`src/rtl/mips_bus_pkg.sv`:
```
// Shared types and constants for the MIPS memory-bus arbiter.
//   arb_state_t : arbiter FSM states (IDLE, GRANT0, GRANT1)
//   M_CPU/M_AUX : master indices (m0 = CPU, m1 = debug loader / DMA)
//   ADDR_W/DATA_W/BE_W : Avalon-style bus widths
package mips_bus_pkg;

    typedef enum logic [1:0] {
        IDLE   = 2'd0,
        GRANT0 = 2'd1,
        GRANT1 = 2'd2
    } arb_state_t;

    localparam int M_CPU  = 0;
    localparam int M_AUX  = 1;

    localparam int ADDR_W = 32;
    localparam int DATA_W = 32;
    localparam int BE_W   = 4;

endpackage

```
`src/rtl/mips_bus_watchdog.sv`:
```
// Stall watchdog for the arbitrated slave bus.
//   clk, reset_n : clock, async active-low reset
//   clear        : zero the stall counter (idle, completion, owner change)
//   stall        : granted transfer is being held off by the slave this cycle
//   err          : sticky, set once TIMEOUT_CYCLES consecutive stalls are seen
// The watchdog only reports; it never aborts the transfer.
module mips_bus_watchdog #(
    parameter int TIMEOUT_CYCLES = 1024
) (
    input  logic clk,
    input  logic reset_n,
    input  logic clear,
    input  logic stall,
    output logic err
);

    localparam int CW = $clog2(TIMEOUT_CYCLES + 1);
    localparam logic [CW-1:0] LIMIT = CW'(TIMEOUT_CYCLES);

    logic [CW-1:0] cnt_q, cnt_d;
    logic          err_q, err_d;

    always_comb begin
        cnt_d = cnt_q;
        if (clear)
            cnt_d = '0;
        else if (stall && (cnt_q != LIMIT))
            cnt_d = cnt_q + 1'b1;   // saturate at the limit
        // err follows the counter's next value so it rises on the edge that
        // closes the TIMEOUT_CYCLES-th stall cycle.
        err_d = err_q | (cnt_d == LIMIT);
    end

    always_ff @(posedge clk or negedge reset_n) begin
        if (!reset_n) begin
            cnt_q <= '0;
            err_q <= 1'b0;
        end else begin
            cnt_q <= cnt_d;
            err_q <= err_d;
        end
    end

    assign err = err_q;

endmodule

```
`src/rtl/mips_bus_arbiter.sv`:
```
// Two-master / one-slave round-robin arbiter for the CPU memory bus.
//   clk, reset_n           : clock, async active-low reset
//   m0_* / m1_*            : Avalon-style master ports (CPU, aux loader/DMA)
//   s_*                    : slave port toward the memory decode
//   grant                  : registered one-hot owner {m1,m0}, 00 when idle
//   err_timeout            : sticky slave-stall error from the watchdog
// The granted master's signals pass combinationally to the slave; the other
// master is held off with waitrequest. The priority pointer flips to the
// other master on every completion, giving strict alternation under load.
module mips_bus_arbiter
    import mips_bus_pkg::*;
#(
    parameter int TIMEOUT_CYCLES = 1024,
    parameter int FIRST_PRIORITY = 0
) (
    input  logic              clk,
    input  logic              reset_n,
    input  logic [ADDR_W-1:0] m0_address,
    input  logic              m0_read,
    input  logic              m0_write,
    input  logic [DATA_W-1:0] m0_writedata,
    input  logic [BE_W-1:0]   m0_byteenable,
    output logic              m0_waitrequest,
    output logic [DATA_W-1:0] m0_readdata,
    input  logic [ADDR_W-1:0] m1_address,
    input  logic              m1_read,
    input  logic              m1_write,
    input  logic [DATA_W-1:0] m1_writedata,
    input  logic [BE_W-1:0]   m1_byteenable,
    output logic              m1_waitrequest,
    output logic [DATA_W-1:0] m1_readdata,
    output logic [ADDR_W-1:0] s_address,
    output logic              s_read,
    output logic              s_write,
    output logic [DATA_W-1:0] s_writedata,
    output logic [BE_W-1:0]   s_byteenable,
    input  logic              s_waitrequest,
    input  logic [DATA_W-1:0] s_readdata,
    output logic [1:0]        grant,
    output logic              err_timeout
);

    arb_state_t state_q, state_d;
    logic       ptr_q, ptr_d;      // master favoured on the next tie
    logic       req0, req1;
    logic       complete;

    assign req0 = m0_read | m0_write;
    assign req1 = m1_read | m1_write;

    always_ff @(posedge clk or negedge reset_n) begin
        if (!reset_n) begin
            state_q <= IDLE;
            ptr_q   <= (FIRST_PRIORITY != 0);
        end else begin
            state_q <= state_d;
            ptr_q   <= ptr_d;
        end
    end

    always_comb begin
        state_d        = state_q;
        ptr_d          = ptr_q;
        complete       = 1'b0;
        s_address      = '0;
        s_read         = 1'b0;
        s_write        = 1'b0;
        s_writedata    = '0;
        s_byteenable   = '0;
        m0_waitrequest = 1'b1;
        m1_waitrequest = 1'b1;

        unique case (state_q)
            IDLE: begin
                if (req0 && req1)
                    state_d = ptr_q ? GRANT1 : GRANT0;
                else if (req0)
                    state_d = GRANT0;
                else if (req1)
                    state_d = GRANT1;
            end
            GRANT0: begin
                s_address      = m0_address;
                s_read         = m0_read;
                s_write        = m0_write;
                s_writedata    = m0_writedata;
                s_byteenable   = m0_byteenable;
                m0_waitrequest = s_waitrequest;
                if (req0 && !s_waitrequest) begin
                    complete = 1'b1;
                    ptr_d    = 1'(M_AUX);
                    // hand over without a bubble if m1 is waiting, else keep
                    // m0 for a back-to-back transfer
                    state_d  = req1 ? GRANT1 : GRANT0;
                end else if (!req0) begin
                    state_d  = IDLE;   // abandoned; pointer untouched
                end
            end
            GRANT1: begin
                s_address      = m1_address;
                s_read         = m1_read;
                s_write        = m1_write;
                s_writedata    = m1_writedata;
                s_byteenable   = m1_byteenable;
                m1_waitrequest = s_waitrequest;
                if (req1 && !s_waitrequest) begin
                    complete = 1'b1;
                    ptr_d    = 1'(M_CPU);
                    state_d  = req0 ? GRANT0 : GRANT1;
                end else if (!req1) begin
                    state_d  = IDLE;
                end
            end
            default: state_d = IDLE;
        endcase
    end

    assign grant       = {state_q == GRANT1, state_q == GRANT0};
    assign m0_readdata = s_readdata;
    assign m1_readdata = s_readdata;

    mips_bus_watchdog #(
        .TIMEOUT_CYCLES(TIMEOUT_CYCLES)
    ) u_watchdog (
        .clk     (clk),
        .reset_n (reset_n),
        .clear   ((state_q == IDLE) | complete | (state_d != state_q)),
        .stall   ((state_q != IDLE) & s_waitrequest),
        .err     (err_timeout)
    );

endmodule

```
`config.mk`:
```
export PLATFORM = sky130hd
export DESIGN_NAME = mips_bus_arbiter
export DESIGN_NICKNAME = d
export VERILOG_FILES = /design/src/rtl/mips_bus_pkg.sv /design/src/rtl/mips_bus_watchdog.sv /design/src/rtl/mips_bus_arbiter.sv
export SDC_FILE = /design/constraint.sdc
export NUM_CORES = 1
export LEC_CHECK = 0
export ABC_AREA = 1
export CORE_AREA = 2 2 121 123
export DETAILED_ROUTE_END_ITERATION = 16
export DIE_AREA = 0 0 123 125
export PLACE_DENSITY = 0.56
export SLEW_MARGIN = 20
export SYNTH_ARGS = -nofsm -noshare
export SYNTH_HDL_FRONTEND = slang
export SYNTH_SLANG_ARGS = --single-unit
export TNS_END_PERCENT = 50
```
`constraint.sdc`:
```
create_clock -name clk -period 2.3 [get_ports clk]
set_input_delay 0.345 -clock clk [delete_from_list [all_inputs] [get_ports clk]]
set_output_delay 0.345 -clock clk [all_outputs]
set_load 0.02 [all_outputs]
```
# After elaboration in Yosys (flattened, before gate mapping)
# Index checks and enable logic that the tools add are counted.
[op_classes]
add_sub_neg = 1
n_eq_ne = 7
muxes = 26
n_bitwise = 6
n_reduce_logical = 9
[ops]
columns = ["cell", "n"]
rows = [
  ["one-hot mux 32 bit (2 select lines)", 2],
  ["two-way mux 11 bit", 2],
  ["two-way mux 2 bit", 10],
  ["adder 11 x 1 -> 11 bit, second input constant", 1],
  ["equality test 11 bit, second input constant", 1],
  ["!= test 11 bit, second input constant", 1],
  ["one-hot mux 1 bit (2 select lines)", 4],
  ["one-hot mux 4 bit (2 select lines)", 1],
  ["two-way mux 1 bit", 6],
  ["one-hot mux 2 bit (3 select lines)", 1],
  ["OR 1 bit", 5],
  ["logical AND 1 bit", 4],
  ["!= test 2 x 1 -> 1 bit, second input constant", 2],
  ["nonzero test 2 bit", 2],
  ["AND reduction 3 bit", 1],
  ["equality test 2 x 1 -> 1 bit, second input constant", 1],
  ["equality test 2 bit, second input constant", 1],
  ["logical NOT 2 bit", 1],
  ["!= test 2 bit", 1],
  ["bitwise AND 1 bit", 1],
  ["logical NOT 1 bit", 1],
]
[totals]
inputBits = 175
reg_bits = 15

# Depth between registers and ports, before layout
# Gate-level depths: netlist of run 1.
[depth]
word_depth = 10
ltp_mapped = 16

# Modules after synthesis
# Synthesis of run 1 repeated with hierarchy kept, for this count alone.
[hier_totals]
hier_cells = 485
hier_area_um2 = 2701.3
[modules_own_cells]
columns = ["module", "n_inst", "seq_area_each_um2", "area_each_um2", "cells_per_inst"]
rows = [
  ["mips_bus_arbiter", 1, 75.1, 1886.8, 363],
  ["mips_bus_watchdog", 1, 300.3, 814.5, 122],
]

# Least setup slack after synthesis of run 1
# No wires, ideal clock.
[synth_timing]
kind = "register to output"
startpoint = "register state_q[1]"
endpoint = "output port s_address[12]"
path_stages_with_launch = 8
path_slack_ns = -0.022
required_time_ns = 1.955
t_arrival_ns = 1.977
n_path_buf = 3
path_cell_list = "dfrtp_1 inv_1 ha_1 buf_4 clkbuf_1 buf_1 nand2_1 a21oi_1"
[synth_via]
elab_chain_cells = 2
word_cells_on_any_way = 3
classes_between = "2 x eq/ne; 1 x mux"
[synth_lines]
columns = ["item", "line_no", "source"]
rows = [
  ["from (decl)", "mips_bus_arbiter.sv:43", "arb_state_t state_q, state_d;"],
  ["from (signal assigned)", "mips_bus_arbiter.sv:56", "state_q <= state_d;"],
  ["equality test 2 x 1 -> 1 bit", "--", ""],
  ["via grant[0]", "mips_bus_arbiter.sv:39", "output logic [1:0] grant,"],
  ["one-hot mux 32 bit (2 select lines)", "mips_bus_arbiter.sv:73", "unique case (state_q)"],
  ["to (decl)", "mips_bus_arbiter.sv:32", "output logic [ADDR_W-1:0] s_address,"],
]
# The timed path passes the listed nets, and every way through them passes these cells.

# Worst setup path in the final report of run 1
[layout_timing]
startpoint = "register state_q[0]"
endpoint = "output port s_writedata[6]"
[layout_via]
elab_chain_cells = 2
word_cells_on_any_way = 3
classes_between = "2 x eq/ne; 1 x mux"
[layout_lines]
columns = ["item", "line_no", "source"]
rows = [
  ["equality test 2 bit / equality test 2 x 1 -> 1 bit (equally long branches)", "mips_bus_arbiter.sv:73", ""],
  ["one-hot mux 32 bit (2 select lines) (*)", "mips_bus_arbiter.sv:73", ""],
  ["to (decl)", "mips_bus_arbiter.sv:35", "output logic [DATA_W-1:0] s_writedata,"],
]
# Every way passes the cells marked *; elsewhere a longest branch is shown, timed or not.

==> key figures, run 1 <==
Outcome
  – Status: complete, no violations

Floorplanning
  – Die H: 125 um
  – Chip Width: 123 um
  – Initial Utilization: 0.1845
  – Core area: 14200 um^2
  – Row count: 44
  – I/O pins: 314
  – Die area: 15380 um^2

Final layout
  – Ant. Diodes: 0
  – Fillers: 1571
  – Share of layout cells above drive strength 1: 0.1216
  – Final instance area: 4586 um^2
  – Nets: 799
  – Area of the multi-input gates: 1555 um^2
  – Area delta synth->final: 75.02%
  – Fin cells: 801
  – Register area: 375.4 um^2

Synthesis
  – Number of enable flip-flop cells after synthesis: 0
  – Distinct cells, synth: 28
  – #FFs+latches synth: 15
  – Mapped Area: 2620 um^2
  – Most frequent cell after synthesis: nand2_1
  – Yosys warning count: 0
  – Post-synth top area cell: nand2_1
  – Synth top area share: 0.2550
  – Syn_area_per_cell: 5.563 um^2
  – Synth top cells by count: nand2_1, a21oi_1, buf_4
  – Synth area leaders: nand2_1, buf_4, dfrtp_1
  – Top_reg_cell synth: dfrtp_1
  – Post-Syn Instances: 471
  – Syn nets: 652
  – Ys async rst share: 1.000
  – Seq/Total Area, Yosys: 0.1433

Route
  – Drt wl/cell: 16.78 um
  – Detail Route Antenna Nets: 0
  – Drt first-iter violations: 102
  – First-pass DRT Iterations: 4
  – Vias after detailed routing: 3459
  – Vias per cell: 4.318
  – DRC viols: 0
  – Final wirelength: 13.44 mm

Clock tree
  – Worst-path clk slew: 0.05 ns
  – CTS max path bufs: 2
  – CTS buffer count: 3
  – Worst skew pair latency: 0.24 ns
  – Clock root buffer: clkbuf_16
  – H-tree depth: 1
  – TritonCTS clock tree: done
  – Sink Count: 15

Setup path
  – Critical path fanouts, max: 29
  – Setup Crit Path Kind: reg2out
  – CP Data Required Time: 1.96 ns
  – Crit path capture type: output port
  – Setup crit start kind: flop
  – CP arrival: 1.89 ns

STA
  – Final Cycle Share: 0.9737
  – Worst Clk Skew: 0.001729 ns
  – Max Freq: 446.5 MHz
  – Worst-Margin Slew: 0.6968 ns
  – Tmin final: 2.239 ns
  – # setup viols final: 0
  – RSZ-0062 raised after global routing: true
  – Final hold viol count: 0
  – Slew headroom: 0.5340
  – Final Slew Violations: 0
  – Worst hold slack: 0.4693 ns

Global route
  – Grt total ovfl: 0
  – Global-route usage over all layers: 0.1556
  – Largest net degree at the start of global routing: 58
  – First-pass GRT wire length: 18.86 mm
  – Vias in the first global route: 3398
  – Antenna violations before repair: 0

Min path
  – Hold Path Class: reg2reg

Power and ir drop
  – Pwr Density: 984.4 nW/um^2
  – Static Leak: 1.932 nW
  – Worst vdd ir: 516.3 uV

Placed design
  – Count of placed standard cells including taps: 792
  – DP Area: 4583 um^2
  – # port buffers: 217
  – GPL Wtd Cong: 0.8945
  – HPWL Detailed: 10.35 mm

Job
  – Max cap viols: 0
[per-stage QoR]
stage	power [W]	util	setup TNS, ns	worst slack (ns)
6_report	0.004514	0.3229	0	0.06060
5_1_grt	0.004869	0.3229	-0.4569	-0.08151
2_1_floorplan	0.002601	-	-0.1094	-0.02188
4_1_cts	0.004406	0.3227	-0.02377	-0.02377
3_5_place_dp	0.004343	0.3227	-0.2144	-0.1387
3_3_place_gp	0.004301	0.3227	-0.01339	-0.01339
[worst max-delay path, cell delays in order (launching register included)]
cell and delay (ns):
dfrtp_1 0.42, inv_1 0.13, ha_2 0.29, buf_12 0.22, nand2_1 0.07, a21oi_1 0.15
dlygate4sd2_1 0.35
[path summary, 6_finish.rpt]
kind,from,endpoint,slack (ns),cells past startpoint
setup / recovery,state_q[0],s_writedata[6],0.06,6
hold / removal,u_watchdog.err,u_watchdog.err,0.47,2
setup reg to reg,state_q[0],u_watchdog.err,0.08,14
hold reg to reg,u_watchdog.err,u_watchdog.err,0.47,2
max in group asynchronous,reset_n,u_watchdog.cnt_q[2],1.33,1
min in group asynchronous,reset_n,u_watchdog.cnt_q[9],0.52,1
[timing repair]
action / in CTS / in global routing
cloned: 0 / 2
endpoints found under the setup margin: 65 / 52
pin swaps: 0 / 1
resized for setup: 65 / 67
hold buffers: 0 / 0
buffers inserted: 0 / 3
[state kept, by name, summed over array words and instances (netlist names)]
name,count
ptr_q,1
state_q,2
u_watchdog.err,1
u_watchdog.cnt_q,11
[logic make-up after synthesis]
logic type	count (synthesis)	share of synthesized area
buffers and inverters	125	0.2760
XOR/XNOR	9	0.03009
flip-flops	15	0.1433
adder cells (fa/ha/maj)	6	0.02865
AND/OR/NAND/NOR	228	0.3486
AO/OA/AOI/OAI	88	0.1734
[layer usage]
| layer | vias to the layer above | wire (um) | track usage |
|---|---|---|---|
| met5 | - | 0 | 0 |
| met4 | 0 | 49 | 0.008690 |
| met3 | 8 | 1873 | 0.08440 |
| met2 | 207 | 6322 | 0.2691 |
| met1 | 1540 | 5192 | 0.1762 |
| li1 | 1704 | - | - |
[cells in the final DEF (no fill, tap or decap), types with 2 or more instances in the layout]
cell	synthesis	routed
a21oi_1	72	67
a21oi_2	1	6
buf_12	0	6
buf_4	65	12
clkbuf_16	0	5
clkbuf_2	0	26
clkdlybuf4s15_1	0	12
clkdlybuf4s50_1	0	146
dfrtp_1	15	15
dlygate4sd2_1	0	26
ha_1	6	4
inv_1	27	26
inv_2	9	10
nand2_1	178	178
nand3_1	12	12
nand4_1	3	3
nor2_1	25	25
nor2_2	2	2
nor3_1	3	3
o21ai_0	3	3
o21ai_1	9	9
xor2_1	9	9
[cell type report]
type                            instances  area share
Timing Repair Buffer                  231      0.4821
Multi-Input combinational cell        331      0.3392
Sequential cell                        15     0.08186
Tap cell                              184     0.05020
Inverter                               36     0.02947
Clock buffer                            4     0.01719
[where the power goes]
group / leakage, nW / switching, W / internal, W
logic: 1.70 / 0.00240 / 0.00144
registers: 0.198 / 0.0000365 / 0.000301
clock network: 0.0382 / 0.000104 / 0.000235
total: 1.93 / 0.00254 / 0.00197
Note: power is estimated with default switching activity, not from simulation.
==> run 2, diff against run 1 <==
--- a/config.mk
+++ b/config.mk
@@ -7,9 +7,10 @@
 export LEC_CHECK = 0
 export ABC_AREA = 1
 export CORE_AREA = 2 2 121 123
+export CTS_CLUSTER_SIZE = 10
 export DETAILED_ROUTE_END_ITERATION = 16
 export DIE_AREA = 0 0 123 125
-export PLACE_DENSITY = 0.56
+export HOLD_SLACK_MARGIN = 0.05
 export SLEW_MARGIN = 20
 export SYNTH_ARGS = -nofsm -noshare
 export SYNTH_HDL_FRONTEND = slang
==> run 2 against run 1 <==
Via count down 2.5%. Clock skew up 0.0033 ns. Count of clock-buffer cells in the layout down 1. Non-clock buffer count up 15. Clock power up 1%. Sequential power down 3%. Hold slack better by 0.0031 ns. Critical endpoint is now s_address[3]. Largest power group unchanged.
==> key figures, run 2 (same netlist as run 1, synthesis figures left out) <==
Final layout
  – Final instance area: 4772 um^2 (was 4586 um^2)
  – Largest Register: u_watchdog.cnt_q (unchanged)
  – Largest register FFs: 11 (unchanged)
  – Register area: 375.4 um^2 (unchanged)
  – Fillers: 1592 (was 1571)
  – Top Registers: u_watchdog.cnt_q (11), state_q (2) (unchanged)
  – Post-layout util: 0.3360 (was 0.3229)
  – Nets: 814 (was 799)
  – Most frequent cells in the layout: nand2_1, clkdlybuf4s50_1, a21oi_1 (unchanged)
  – Ant. Diodes: 0 (unchanged)
  – Share of layout cells above drive strength 1: 0.1377 (was 0.1216)
  – Most common cell after layout, fill and taps aside: nand2_1 (unchanged)
  – Area delta synth->final: 82.14% (was 75.02%)
  – Area of the multi-input gates: 1583 um^2 (was 1555 um^2)

Floorplanning
  – Die area: 15380 um^2 (unchanged)
  – Core area: 14200 um^2 (unchanged)
  – Chip Width: 123 um (unchanged)
  – I/O pins: 314 (unchanged)
  – Initial Utilization: 0.1845 (unchanged)
  – Row count: 44 (unchanged)
  – Die H: 125 um (unchanged)

Placed design
  – GPL Wtd Cong: 0.8779 (was 0.8945)
  – # port buffers: 217 (unchanged)
  – DP Area: 4756 um^2 (was 4583 um^2)
  – HPWL Detailed: 10.66 mm (was 10.35 mm)

Min path
  – Hold Path Sink: u_watchdog.err (unchanged)
  – Hold Path Cell Cnt: 2 (unchanged)
  – Hold Path Class: reg2reg (unchanged)
  – Hold Crit Start: u_watchdog.err (unchanged)

STA
  – Max Freq: 449.4 MHz (was 446.5 MHz)
  – Final Slew Violations: 0 (unchanged)
  – Final Cycle Share: 0.9675 (was 0.9737)
  – RSZ-0062 raised after global routing: true (unchanged)
  – Worst-Margin Slew: 0.7089 ns (was 0.6968 ns)
  – Slew headroom: 0.5259 (was 0.5340)
  – Tmin final: 2.225 ns (was 2.239 ns)
  – Worst Clk Skew: 0.005073 ns (was 0.001729 ns)
  – Final hold viol count: 0 (unchanged)
  – # setup viols final: 0 (unchanged)

Setup path
  – Reg2reg start: state_q[1] (was state_q[0])
  – Critical path, cell by cell: inv_1 -> ha_1 -> inv_2 -> buf_12 -> buf_12 -> a21oi_1 -> dlygate4sd2_1 (was inv_1 -> ha_2 -> buf_12 -> nand2_1 -> a21oi_1 -> dlygate4sd2_1)
  – Reg-to-reg setup timing slack: 0.22 ns (was 0.08 ns)
  – Crit path capture type: output port (unchanged)
  – CP Data Required Time: 1.96 ns (about the same)
  – Worst r2r dst: u_watchdog.err (unchanged)
  – CP arrival: 1.88 ns (was 1.89 ns)
  – Slowest stage delay, CP: 0.37 ns (was 0.42 ns)
  – CP max-delay cell: dlygate4sd2_1 (was dfrtp_1)
  – Reg2reg path depth: 14 (unchanged)
  – Setup Crit Path Kind: reg2out (unchanged)
  – Setup crit start kind: flop (unchanged)
  – CP most frequent cell: buf_12
  – Critical path fanouts, max: 18 (was 29)

Clock tree
  – Sink Count: 15 (unchanged)
  – H-tree depth: 1 (unchanged)
  – Worst skew pair latency: 0.25 ns (was 0.24 ns)
  – Setup Fix Bufs, Post-CTS: 0 (unchanged)
  – Clock root buffer: clkbuf_16 (unchanged)
  – Worst-path clk slew: 0.05 ns (about the same)
  – TritonCTS clock tree: done (unchanged)
  – CTS buffer count: 3 (unchanged)
  – CTS max path bufs: 2 (unchanged)

Global route
  – Vias in the first global route: 3299 (was 3398)
  – Global-route usage over all layers: 0.1572 (was 0.1556)
  – Largest net degree at the start of global routing: 31 (was 58)
  – First-pass GRT wire length: 18.83 mm (was 18.86 mm)
  – Antenna violations before repair: 0 (unchanged)
  – Grt total ovfl: 0 (unchanged)

Route
  – DRC viols: 0 (unchanged)
  – Drt wl/cell: 15.84 um (was 16.78 um)
  – Detail Route Antenna Nets: 0 (unchanged)
  – Drt first-iter violations: 130 (was 102)
  – Vias per cell: 4.132 (was 4.318)
  – First-pass DRT Iterations: 4 (unchanged)
  – Final wirelength: 12.93 mm (was 13.44 mm)
  – Vias after detailed routing: 3372 (was 3459)

Outcome
  – Status: complete, no violations (unchanged)

Power and ir drop
  – Pwr Density: 1013 nW/um^2 (was 984.4 nW/um^2)
  – Int Pwr: 0.002238 W (was 0.001974 W)
  – Worst vdd ir: 483.9 uV (was 516.3 uV)
  – Gate power share: 0.861 (was 0.850)
  – Flop pwr share: 0.068 (was 0.075)
  – Sw Ratio: 0.5369 (was 0.5626)
  – Clk pwr share: 0.071 (was 0.075)
  – Net switching power: 0.002595 W (was 0.002540 W)
  – Static Leak: 2.087 nW (was 1.932 nW)

Job
  – Max cap viols: 0 (unchanged)
[run 2: power groups by stage]
stage	clock, W	combinational [W]	sequential (W)
after floorplan	0	0.00226	0.000337
after global placement	0	0.00443	0.000331
after detailed placement	0	0.00440	0.000332
after CTS	0.000357	0.00415	0.000328
after global routing	0.000363	0.00454	0.000336
final	0.000343	0.00416	0.000329
[run 2: what timing repair did]
| action | in CTS | in global routing |
|---|---|---|
| pin swaps | 0 | 3 |
| endpoints found under the setup margin | 63 | 36 |
| hold buffers | 0 | 0 |
| gates cloned | 0 | 0 |
| gates resized for setup | 67 | 45 |
[run 2: through the flow]
stage                     hold slack, ns  setup WS [ns]  setup TNS [ns]  total power (W)  cells
after floorplan                  0.04941       -0.02188         -0.1094         0.002601    471
after global placement            0.4618       -0.04476        -0.08255         0.004758    812
after detailed placement          0.4542       -0.06947         -0.1412         0.004735    812
after CTS                         0.4773        -0.1658         -0.3008         0.004833    816
after global routing              0.4941       -0.02047         -0.2116         0.005241    816
final                             0.4724        0.07484               0         0.004832    816
[run 2: worst max path at each step]
stage / startpoint / end / cells after the start
floorplan: state_q[1] / s_writedata[5] / 7
global placement: state_q[0] / s_writedata[29] / 7
detailed placement: state_q[0] / s_writedata[29] / 7
CTS: state_q[0] / s_address[21] / 7
global route: state_q[1] / u_watchdog.err / 14
finish: state_q[0] / s_address[3] / 7
[run 2: per-layer routing]
layer	up-vias	GRT usage	routed length (um)
met2	176	0.2444	5458
met5	-	0	0
met1	1451	0.1908	5249
li1	1737	-	-
met4	0	0.009358	51
met3	8	0.1022	2167
[run 2: worst max-delay path: cells and delay by family, from the launching register on]
family | cells | cell delay, ns
AO/OA/AOI/OAI | 1 | 0.11
adder cells (fa/ha/maj) | 1 | 0.33
buffers and inverters | 5 | 0.85
flip-flops | 1 | 0.34
[run 2: final cells by class]
cell class / instances / area share
clock buffers: 3 / 0.01573
flip-flops and latches: 15 / 0.07866
repair buffers: 246 / 0.4963
well taps: 184 / 0.04824
clock inverters: 1 / 0.001049
inverters: 36 / 0.02832
multi-input cells: 331 / 0.3317
